## config.mk

```make
export PLATFORM = sky130hd
export DESIGN_NAME = mips32_mem_arbiter
export DESIGN_NICKNAME = d
export VERILOG_FILES = /design/src/rtl/mips32_mem_arbiter.sv
export SDC_FILE = /design/constraint.sdc
export NUM_CORES = 1
export LEC_CHECK = 0
export ABC_AREA = 1
export BUFFER_PORTS_ARGS = -buffer_cell sky130_fd_sc_hd__buf_4
export CAP_MARGIN = 40
export CORE_MARGIN = 10
export CORE_UTILIZATION = 40
export DETAILED_ROUTE_END_ITERATION = 12
export GPL_TIMING_DRIVEN = 0
export PLACE_DENSITY = 0.81
export SKIP_CTS_REPAIR_TIMING = 1
export SLEW_MARGIN = 20
export SYNTH_ARGS = -nofsm -noshare
export SYNTH_HDL_FRONTEND = slang
export SYNTH_SLANG_ARGS = --single-unit
```

## constraint.sdc

```tcl
create_clock -name clk1 -period 2.23 [get_ports clk1]
set_input_delay 0.3345 -clock clk1 [delete_from_list [all_inputs] [get_ports clk1]]
set_output_delay 0.3345 -clock clk1 [all_outputs]
set_load 0.01 [all_outputs]
```

## src/rtl/mips32_mem_arbiter.sv

```systemverilog
// Single-port memory arbiter and run sequencer for the MIPS32 core: shares one
// synchronous RAM between fetch, data and loader ports and gates the core run enable.
module mips32_mem_arbiter #(
    parameter int AW           = 10,
    parameter int DW           = 32,
    parameter int STARVE_LIMIT = 4
) (
    input  logic          clk1,
    input  logic          reset,
    input  logic          if_req,
    input  logic [AW-1:0] if_addr,
    output logic          if_gnt,
    output logic          if_rvalid,
    output logic [DW-1:0] if_rdata,
    input  logic          dm_req,
    input  logic          dm_we,
    input  logic [AW-1:0] dm_addr,
    input  logic [DW-1:0] dm_wdata,
    output logic          dm_gnt,
    output logic          dm_rvalid,
    output logic [DW-1:0] dm_rdata,
    input  logic          ld_req,
    input  logic          ld_we,
    input  logic [AW-1:0] ld_addr,
    input  logic [DW-1:0] ld_wdata,
    output logic          ld_gnt,
    output logic          ld_rvalid,
    output logic [DW-1:0] ld_rdata,
    input  logic          ld_go,
    input  logic          halted,
    output logic          core_run,
    output logic          mem_en,
    output logic          mem_we,
    output logic [AW-1:0] mem_addr,
    output logic [DW-1:0] mem_wdata,
    input  logic [DW-1:0] mem_rdata,
    output logic [1:0]    fsm_state
);

    typedef enum logic [1:0] {
        BOOT  = 2'd0,
        RUN   = 2'd1,
        DRAIN = 2'd2,
        HALT  = 2'd3
    } state_t;

    localparam logic [1:0] SRC_IF = 2'd0;
    localparam logic [1:0] SRC_DM = 2'd1;
    localparam logic [1:0] SRC_LD = 2'd2;

    state_t        state;
    state_t        state_nx;
    logic [3:0]    starve_cnt;
    logic          starved;
    logic          t1_valid;
    logic [1:0]    t1_src;
    logic          acc;
    logic          acc_we;
    logic [AW-1:0] acc_addr;
    logic [DW-1:0] acc_wdata;
    logic [1:0]    acc_src;

    assign starved   = (starve_cnt >= 4'(STARVE_LIMIT));
    assign fsm_state = state;

    // Handshake: a request is held until its gnt is seen high; the command is
    // taken on the rising edge where req and gnt are both high.
    always_comb begin
        state_nx = state;
        if_gnt   = 1'b0;
        dm_gnt   = 1'b0;
        ld_gnt   = 1'b0;
        case (state)
            BOOT: begin
                ld_gnt = ld_req;
                if (ld_go) state_nx = RUN;
            end
            RUN: begin
                if (halted) begin
                    state_nx = DRAIN;
                end else if (if_req && (starved || !dm_req)) begin
                    if_gnt = 1'b1;
                end else begin
                    dm_gnt = dm_req;
                end
            end
            DRAIN: begin
                if (!t1_valid && !if_rvalid && !dm_rvalid && !ld_rvalid) state_nx = HALT;
            end
            HALT: begin
                ld_gnt = ld_req;
                if (ld_go && !halted) state_nx = RUN;
            end
            default: state_nx = BOOT;
        endcase
    end

    // Fetch carries no write data, so mem_wdata keeps its previous value on a fetch.
    always_comb begin
        acc       = if_gnt | dm_gnt | ld_gnt;
        acc_we    = 1'b0;
        acc_addr  = if_addr;
        acc_wdata = mem_wdata;
        acc_src   = SRC_IF;
        if (dm_gnt) begin
            acc_we    = dm_we;
            acc_addr  = dm_addr;
            acc_wdata = dm_wdata;
            acc_src   = SRC_DM;
        end else if (ld_gnt) begin
            acc_we    = ld_we;
            acc_addr  = ld_addr;
            acc_wdata = ld_wdata;
            acc_src   = SRC_LD;
        end
    end

    always_ff @(posedge clk1 or posedge reset) begin
        if (reset) begin
            state    <= BOOT;
            core_run <= 1'b0;
        end else begin
            state    <= state_nx;
            core_run <= (state_nx == RUN);
        end
    end

    always_ff @(posedge clk1 or posedge reset) begin
        if (reset) begin
            mem_en     <= 1'b0;
            mem_we     <= 1'b0;
            mem_addr   <= '0;
            mem_wdata  <= '0;
            t1_valid   <= 1'b0;
            t1_src     <= SRC_IF;
            if_rvalid  <= 1'b0;
            dm_rvalid  <= 1'b0;
            ld_rvalid  <= 1'b0;
            starve_cnt <= '0;
        end else begin
            mem_en   <= acc;
            mem_we   <= acc & acc_we;
            if (acc) begin
                mem_addr  <= acc_addr;
                mem_wdata <= acc_wdata;
            end
            t1_valid  <= acc & ~acc_we;
            t1_src    <= acc_src;
            if_rvalid <= t1_valid && (t1_src == SRC_IF);
            dm_rvalid <= t1_valid && (t1_src == SRC_DM);
            ld_rvalid <= t1_valid && (t1_src == SRC_LD);
            // Counts fetch cycles lost to a data grant; saturates at the limit.
            if (state != RUN || !if_req || if_gnt) begin
                starve_cnt <= '0;
            end else if (dm_gnt && !starved) begin
                starve_cnt <= starve_cnt + 4'd1;
            end
        end
    end

    assign if_rdata = mem_rdata;
    assign dm_rdata = mem_rdata;
    assign ld_rdata = mem_rdata;

endmodule

```

# --- Word-level counts from Yosys, hierarchy flattened ---
# Index checks and enable logic that the tools add are counted.
totals:
  ff_bits: 57
  inputBits: 135
  output_inout_bits: 149
  wordCells: 74
classes:
  addsub: 1
  magnitude_cmp: 1
  n_eq_ne: 7
  mux: 22
  bitwise: 5
  reduce_logical: 26
ops:
  columns: ["cell", "count"]
  rows:
  - ["two-way mux 32 bit", 2]
  - ["two-way mux 10 bit", 2]
  - ["two-way mux 2 bit", 6]
  - ["logical AND 1 bit", 9]
  - ["two-way mux 1 bit", 9]
  - ["zero test 1 bit", 8]
  - ["two-way mux 4 bit", 2]
  - ["case mux 2 bit (4 select lines)", 1]
  - ["== test 2 x 1 -> 1 bit, second input constant", 3]
  - ["== test 2 bit, second input constant", 3]
  - ["adder 4 x 1 -> 4 bit, second input constant", 1]
  - [">= comparator 4 x 3 -> 1 bit, second input constant", 1]
  - ["zero test 2 bit", 2]
  - ["nonzero test 2 bit", 2]
  - ["logical OR 1 bit", 3]
  - ["AND 1 bit", 2]
  - ["inequality test 2 x 1 -> 1 bit, second input constant", 1]
  - ["bitwise OR 1 bit", 2]
  - ["AND reduction 2 bit", 1]
  - ["OR reduction 2 bit", 1]
  - ["NOT 1 bit", 1]

# --- Depth between registers and ports, before layout ---
# Gate-level depths: netlist of the first run.
logic_depth:
  depth_word: 9
  ltp_mapped: 10
  depth_no_buf: 9

# --- Worst setup path after synthesis of the first run ---
# OpenSTA, ideal clock, no wires.
synth_path:
  path_type: "reg2out"
  startpoint: "register state[0] (netlist: fsm_state[0])"
  endpoint: "output port ld_gnt"
  arrival_time_ns: 1.401
  required_ns: 1.896
  path_slack_ns: 0.494
  path_stages_with_launch: 8
  path_buffers: 2
  cell_sequence: "dfrtp_1 inv_1 ha_1 inv_1 nand2_1 buf_2 inv_1 buf_2"
synth_via:
  elab_chain_cells: 3
  word_cells_on_any_way: 4
  cone_classes: "1 x eq/ne; 1 x mux; 2 x reduce/logical"
synth_rtl:
  columns: ["item", "line_no", "rtl"]
  rows:
  - ["start: declaration", "51", "state_t state;"]
  - ["start signal: assignment", "123", "state <= state_nx;"]
  - ["== test 2 bit or zero test 2 bit (tied branches)", "73", "case (state)"]
  - ["OR reduction 2 bit (no line) (*)", null, null]
  - ["two-way mux 1 bit (*)", "73", null]
  - ["end: declaration", "26", "output logic ld_gnt,"]
# Every way passes the cells marked *; elsewhere a longest branch is shown, timed or not.

# --- Worst setup path after layout of the first run ---
# Ends and elaborated chain as after synthesis.

==> results_dict.tcl, run 1 <==
set metrics [dict create \
    r2r-start "fsm_state[0]" \
    drive_above_1_share 0.539 \
    syn_avg_cell_area_um2 7.79 \
    ys_seq_area_frac 0.390 \
    required_ns 1.90 \
    h-tree-depth 3 \
    cp-end-kind "output pin" \
    intPower_uw 3630 \
    num_vias 3943 \
    routedWlPerCell_um 17.2 \
    grt_pass1_vias 4173 \
    core_um2 8810 \
    final-setup-viol-count 0 \
    skew_ns 0.0101 \
    avgViaCountPerCell 4.63 \
    area_delta_synth_final_pct 63.7 \
    cp_max_fo 10 \
    p_leak_uw 0.00340 \
    r2r_slack_ns 0.28 \
    fmax_mhz 464 \
    cts.clk_slew.worst_paths_ns 0.07 \
    nNetsFinal 880 \
    ys_seq_elements 57 \
    drtIter0Drc 174 \
    syn_inst 469 \
    fin_crit_ns 2.15 \
    gp_congestion 0.834 \
    synthTopCellsByArea "dfrtp_1 39%, buf_4 20%, nand3_1 17%, nand2_1 8.8%, inv_1 3.9%" \
    dpl_worst_slack_ns 0.116 \
    worstRegToRegCells 10 \
    maxCapViolCount 0 \
    yosys.cell_types.count 21 \
    grt_max_degree 58 \
    nFillCells 686 \
    clkPwrFrac 0.178 \
    antenna_found_initial 0 \
    p_sw_uw 2360 \
    synth_flop_cell "dfrtp_1" \
    syn_area_um2 3650 \
    combPwrFrac 0.529 \
    hold_class "input pin to asynchronous set/reset pin" \
    post-synth-top-count-cell "nand3_1" \
    port_buffers 251 \
    slew_headroom 0.521 \
    worstPathArrival_ns 1.82 \
    dpl.hpwl_mm 12.1 \
    die_h_um 116 \
    clock_sinks 57 \
    ant_nets 0 \
    hold_viol 0 \
    dieArea_um2 13400 \
    yosys-top-cells-count "126 x nand3_1, 99 x buf_4, 86 x nand2_1, 57 x dfrtp_1, 38 x inv_1" \
    cts_buffers 9 \
    finalSetupTns_ns 0 \
    worst_slack_ns 0.0754 \
    p_total_uw 5990 \
    cts_root_buf "clkbuf_8" \
    period_share 0.966 \
    async_flop_share 1.00 \
    seqPwrFrac 0.294 \
    grt_overflow 0 \
    startpoint_type "register" \
    antenna_cells 0 \
    initial_core_util 0.415 \
    clk_path_buf_depth 2 \
    wl_mm 14.6 \
    first_pass_iters 4 \
    yosysTopAreaCellShare 0.390 \
    crit_type "register to output pin" \
    netSwitchingFraction 0.394 \
    powerDensity_nw_per_um2 1000 \
    grt_use_total 0.208 \
    insertion_delay_ns 0.35 \
    grt_pass1_wl_mm 21.6 \
    slew_violations 0 \
    post-route-drc-count 0 \
    rows 34 \
    ios 284 \
    synth_warnings 0 \
    synth-edff-count 0 \
    vdd_drop_max_mv 0.455 \
    worstReg2RegEnd "mem_addr[6]" \
    synth_nets 610 \
    yosys.area.top_type "dfrtp_1" \
    die_x_um 116 \
    status "finished clean" \
    tightest_slew_ns 0.718 \
    cts_tree "done" \
]
-- stage by stage --
stage               area (um^2)  hold WS [ns]  utilization  instances
floorplan                  3650         0.410            -        469
global placement           5670         0.421        0.644        828
detailed placement         5680         0.429        0.645        828
CTS                        5890         0.133        0.669        844
global route               5980         0.166        0.679        852
finish                     5980         0.115        0.679        852
-- layout make-up --
type                    count  area [um^2]  share of cell area
plain buffers             120          892               0.149
clock buffers              10          128              0.0213
clock inverters             6         82.6              0.0138
inverters                  40          158              0.0264
multi-input cells         252         1210               0.203
flip-flops and latches     57         1430               0.239
well taps                 108          135              0.0226
repair buffers            259         1940               0.325
-- cells by family after synthesis --
kind of cell / count (synthesis) / share of synthesized area
flip-flops: 57 / 0.390
XOR/XNOR: 1 / 0.00240
AND/OR/NAND/NOR: 231 / 0.284
adder cells (fa/ha/maj): 6 / 0.0205
AO/OA/AOI/OAI: 14 / 0.0205
buffers and inverters: 160 / 0.282
-- flip-flops by register name, summed over array words and instances, names as in the netlist, 2 cells and up --
signal and count:
fsm_state 2, mem_addr 10, mem_wdata 32, starve_cnt 4
t1_src 2
-- how the worst max path moves through the flow --
| stage | start | end | slack (ns) | depth (start not counted) |
|---|---|---|---|---|
| 2_1_floorplan | fsm_state[0] | ld_gnt | 0.49 | 7 |
| 3_3_place_gp | reset | mem_addr[4] | -0.25 | 2 |
| 3_5_place_dp | fsm_state[1] | mem_addr[3] | 0.12 | 10 |
| 4_1_cts | fsm_state[1] | ld_gnt | -0.23 | 8 |
| 5_1_grt | fsm_state[1] | dm_gnt | -0.02 | 8 |
| 6_report | fsm_state[0] | ld_gnt | 0.08 | 8 |
-- power groups by stage --
stage               clock, uW  sequential, uW  combinational, uW
floorplan                   0            1940               1420
global placement            0            1750               3000
detailed placement          0            1780               3070
CTS                      1070            1760               3080
global route             1130            1810               3480
finish                   1060            1760               3170
-- worst max-delay path, cell delays in order (launching register included) --
cell and delay [ns]:
dfrtp_2 0.43, inv_1 0.10, ha_1 0.24, inv_1 0.05, nand2_1 0.06, clkbuf_4 0.21
inv_4 0.10, buf_6 0.14, buf_4 0.14
-- layer usage --
layer | routed length [um] | global-route usage | vias up
met5 | 0 | 0 | -
met1 | 4690 | 0.196 | 1809
met2 | 8060 | 0.383 | 165
li1 | - | - | 1946
met3 | 1570 | 0.101 | 23
met4 | 300 | 0.0752 | 0
-- cell usage in the layout (no fill, tap or decap), types with 3 or more instances in the layout --
cell type,netlist,routed
nand2_1,86,85
clkinv_2,0,3
clkbuf_8,0,9
buf_2,10,8
buf_6,6,8
inv_1,38,36
dfrtp_1,57,55
inv_4,0,3
nor2_1,12,12
nand3_1,126,126
ha_1,6,5
buf_1,3,3
clkbuf_1,2,3
buf_4,99,357
o21ai_0,11,11
Note: power is estimated with default switching activity, not from simulation.
==> run 2: changes to the inputs <==
Settings changed: BUFFER_PORTS_ARGS -buffer_cell sky130_fd_sc_hd__buf_4 to default, CORE_AREA from default to 10 10 102 104, CORE_MARGIN 10 to default, CORE_UTILIZATION 40 to default, DIE_AREA from default to 0 0 112 114, DONT_BUFFER_PORTS from default to 1, PLACE_DENSITY 0.81 to default.
==> run 2 against run 1 <==
  * Sequential share of layout area up 11 points
  * Register-to-register slack better by 0.03 ns
  * Cell area down 32%
==> results_dict.tcl, run 2 (same netlist as run 1, synthesis figures left out) <==
set metrics [dict create \
    period_share 0.951 \
    port_buffers 0 \
    p_leak_uw 0.00215 \
    nNetsFinal 623 \
    wl_mm 12.0 \
    mostFrequentLayoutCell "nand3_1" \
    startpoint_type "register" \
    place_inst 578 \
    avgViaCountPerCell 4.99 \
    hold_class "input pin to register" \
    nFillCells 859 \
    largest_reg_flops 32 \
    grt_use_total 0.177 \
    cts_tree "done" \
    drive_above_1_share 0.296 \
    cp-end-kind "output pin" \
    rows 34 \
    dpl_worst_slack_ns -0.0198 \
    clock_sinks 57 \
    num_vias 2972 \
    p_total_uw 4840 \
    gp_congestion 0.793 \
    die_x_um 112 \
    grt_pass1_vias 3235 \
    h-tree-depth 3 \
    max_flop_register "mem_wdata" \
    final-setup-viol-count 0 \
    vdd_drop_max_mv 0.558 \
    skew_ns 0.00603 \
    die_h_um 114 \
    grt_overflow 0 \
    dpl.hpwl_mm 10.0 \
    insertion_delay_ns 0.33 \
    post-route-drc-count 0 \
    powerDensity_nw_per_um2 1200 \
    routedWlPerCell_um 20.2 \
    required_ns 1.90 \
    core_um2 8470 \
    cts.clk_slew.worst_paths_ns 0.06 \
    fin_area_um2 4050 \
    cp_max_fo 11 \
    area_delta_synth_final_pct 10.7 \
    initial_core_util 0.432 \
    cts_buffers 9 \
    worstPathArrival_ns 1.79 \
    status "finished clean" \
    ff_latch_area_um2 1430 \
    fin_cells 595 \
    rsz0062_at_grt "true" \
    crit_type "register to output pin" \
    reg.largest.list "mem_wdata (32), mem_addr (10), starve_cnt (4)" \
    slew_violations 0 \
    drtIter0Drc 98 \
    ios 284 \
    clk_path_buf_depth 2 \
    grt_max_degree 42 \
    tightest_slew_ns 0.493 \
    dieArea_um2 12800 \
    layout_common_cells "126 x nand3_1, 99 x buf_4, 85 x nand2_1" \
    antenna_found_initial 0 \
    ant_nets 0 \
    finalSetupTns_ns 0 \
    maxCapViolCount 0 \
    first_pass_iters 4 \
    slew_headroom 0.671 \
    worst_slack_ns 0.110 \
    fin_crit_ns 2.12 \
    multi_input_area_um2 1210 \
    hold_viol 0 \
    fmax_mhz 472 \
    place_area_um2 3810 \
    grt_pass1_wl_mm 18.3 \
    cts_root_buf "clkbuf_8" \
    antenna_cells 0 \
]
-- run 2: layout make-up --
type / count / share of cell area
Buffer: 120 / 0.222
Inverter: 40 / 0.0383
Clock buffer: 14 / 0.0451
Timing Repair Buffer: 2 / 0.00742
Multi-Input combinational cell: 252 / 0.299
Clock inverter: 2 / 0.00247
Tap cell: 108 / 0.0334
Sequential cell: 57 / 0.353
-- run 2: path summary, 6_finish.rpt --
path | start | end | slack [ns] | depth (start not counted)
max in group asynchronous | reset | mem_wdata[2] | 1.32 | 3
min | dm_wdata[9] | mem_wdata[9] | 0.13 | 2
max | fsm_state[1] | dm_gnt | 0.11 | 7
max reg2reg | fsm_state[0] | mem_addr[5] | 0.31 | 10
min in group asynchronous | reset | core_run | 0.41 | 2
min reg2reg | t1_src[1] | if_rvalid | 0.43 | 1
-- run 2: worst max-delay path, cell delays in order (launching register included) --
cell and delay (ns):
dfrtp_2 0.48, inv_1 0.11, ha_2 0.22, nand2_2 0.11, nor2_4 0.14, nand2_2 0.11
inv_4 0.12, buf_8 0.15
-- run 2: per-stage QoR --
| stage | utilization | hold slack (ns) |
|---|---|---|
| after floorplan | - | 0.410 |
| after global placement | 0.448 | 0.418 |
| after detailed placement | 0.450 | 0.161 |
| after CTS | 0.473 | -0.212 |
| after global routing | 0.478 | 0.126 |
| final | 0.478 | 0.132 |
-- run 2: power by group --
group | switching [uW] | total [uW] | internal (uW)
logic | 1080 | 1810 | 724
clock network | 400 | 921 | 522
registers | 612 | 2110 | 1500
total | 2100 | 4840 | 2740
-- run 2: per-layer routing --
layer | track usage | part of all wire
met1 | 0.170 | 0.33
met3 | 0.108 | 0.13
met4 | 0.0474 | 0.013
met2 | 0.316 | 0.53
met5 | 0 | 0
==> run 3: changes to the inputs <==
Settings changed: CORE_AREA 10 10 102 104 to 3 3 109 111, SKIP_LAST_GASP from default to 1.
==> run 3 against run 2 <==
  * Flip-flop and latch count stayed put
  * Combinational power rose by 2%
  * Die area stayed put
  * Critical endpoint unchanged
  * Largest cell class unchanged
  * Largest power group unchanged
  * Highest routed layer unchanged
==> results_dict.tcl, run 3 (same netlist as run 1, synthesis figures left out) <==
set metrics [dict create \
    layout_common_cells "126 x nand3_1, 98 x buf_4, 85 x nand2_1" \
    cp-end-kind "output pin" \
    initial_core_util 0.336 \
    insertion_delay_ns 0.33 \
    maxCapViolCount 0 \
    clk_path_buf_depth 2 \
    area_delta_synth_final_pct 12.3 \
    clock_sinks 57 \
    cpPeakStageDelay_ns 0.48 \
    period_share 0.953 \
    fmax_mhz 470 \
    port_buffers 0 \
    whs_path_depth 2 \
    slowest_stage "dfrtp_2" \
    nNetsFinal 623 \
    dieArea_um2 12800 \
    cp_max_fo 11 \
    powerDensity_nw_per_um2 1220 \
    ios 284 \
    cts_tree "done" \
    hold_viol 0 \
    num_vias 3128 \
    die_h_um 114 \
    avgViaCountPerCell 5.00 \
    path_buf_inv 3 \
    status "finished clean" \
    worstReg2RegEnd "mem_wdata[31]" \
    routedWlPerCell_um 18.2 \
    min_from "dm_wdata[27]" \
    hold_class "input pin to register" \
    final-setup-viol-count 0 \
    dpl.hpwl_mm 9.05 \
    worstPathArrival_ns 1.79 \
    cp_common_cell "nand2_2" \
    worstRegToRegCells 8 \
    holdPathEnd "mem_wdata[27]" \
    skew_ns 0.00850 \
    grt_use_total 0.170 \
    cts.clk_slew.worst_paths_ns 0.07 \
    r2r-start "fsm_state[0]" \
    path_delay_family "flip-flops" \
    rows 38 \
    crit_type "register to output pin" \
    required_ns 1.90 \
    drive_above_1_share 0.296 \
    antenna_cells 0 \
    die_x_um 112 \
    fin_crit_ns 2.13 \
    cts_root_buf "clkbuf_8" \
    first_pass_iters 6 \
    grt_pass1_wl_mm 16.8 \
    crit_path_cell_trace "inv_1 > ha_2 > nand2_2 > nor2_4 > nand2_2 > inv_4 > buf_6" \
    startpoint_type "register" \
    cts_buffers 9 \
    antenna_found_initial 0 \
    grt_overflow 0 \
    h-tree-depth 3 \
    wl_mm 11.4 \
    ant_nets 0 \
    post-route-drc-count 0 \
    finalSetupTns_ns 0 \
    mostFrequentLayoutCell "nand3_1" \
    tightest_slew_ns 0.566 \
    gp_congestion 0.888 \
    grt_max_degree 38 \
    reg.largest.list "mem_wdata (32), mem_addr (10), starve_cnt (4)" \
    final_core_util 0.377 \
    slew_headroom 0.622 \
    p_leak_uw 0.00216 \
    r2r_slack_ns 0.24 \
    drtIter0Drc 183 \
    vdd_drop_max_mv 0.447 \
    largest_reg_flops 32 \
    slew_violations 0 \
    rsz0062_at_grt "true" \
    core_um2 10900 \
    grt_pass1_vias 3118 \
    max_flop_register "mem_wdata" \
]
-- run 3: cell types whose count changed in the layout (fill, tap and decap cells not counted), sizes merged --
cell	delta
bufinv	+1
clkbuf	-1
clkinv	-1
-- run 3: report_power, final --
part	switching, uW	internal (uW)	total (uW)
combinational	1140	716	1850
sequential	584	1500	2080
clock	426	631	1060
-- run 3: layer usage --
layer / up-vias / wire length, um / share of wire / GRT usage
met3: 10 / 1130 / 0.099 / 0.0626
li1: 1443 / - / - / -
met5: - / 0 / 0 / 0
met1: 1475 / 4220 / 0.37 / 0.186
met2: 200 / 5920 / 0.52 / 0.311
met4: 0 / 87 / 0.0077 / 0.0457
-- run 3: worst register-to-register path, delay by kind of cell (launching register included) --
| family | cells | cell delay, ns |
|---|---|---|
| buffers and inverters | 4 | 0.88 |
| DFF | 1 | 0.45 |
| and+or+nand+nor | 3 | 0.32 |
| adders and majority gates | 1 | 0.28 |
-- run 3: how the worst max path moves through the flow --
stage | slack [ns] | endpoint | depth (start not counted) | from
CTS | -0.21 | ld_gnt | 7 | fsm_state[0]
detailed placement | 0.05 | t1_valid | 10 | fsm_state[0]
global placement | -0.27 | mem_addr[5] | 1 | reset
global route | -0.06 | dm_gnt | 7 | fsm_state[1]
finish | 0.10 | dm_gnt | 7 | fsm_state[1]
floorplan | 0.49 | ld_gnt | 7 | fsm_state[0]
-- run 3: final cells by class --
type | count | area [um^2]
Inverter | 40 | 158
Sequential cell | 57 | 1430
Clock inverter | 2 | 35.0
Buffer | 120 | 891
Fill cell | 1155 | 6780
Clock buffer | 13 | 179
Timing Repair Buffer | 2 | 30.0
Tap cell | 140 | 175
Multi-Input combinational cell | 252 | 1210
-- run 3: through the flow --
step / power (uW) / setup slack [ns] / instances / cell area (um^2) / hold WS (ns)
finish: 4990 / 0.104 / 626 / 4110 / 0.135
global route: 5400 / -0.0636 / 626 / 4110 / 0.111
CTS: 5050 / -0.211 / 625 / 4070 / -0.195
detailed placement: 3960 / 0.0474 / 610 / 3850 / 0.179
global placement: 3900 / -0.270 / 609 / 3830 / 0.424
floorplan: 3370 / 0.494 / 469 / 3650 / 0.410
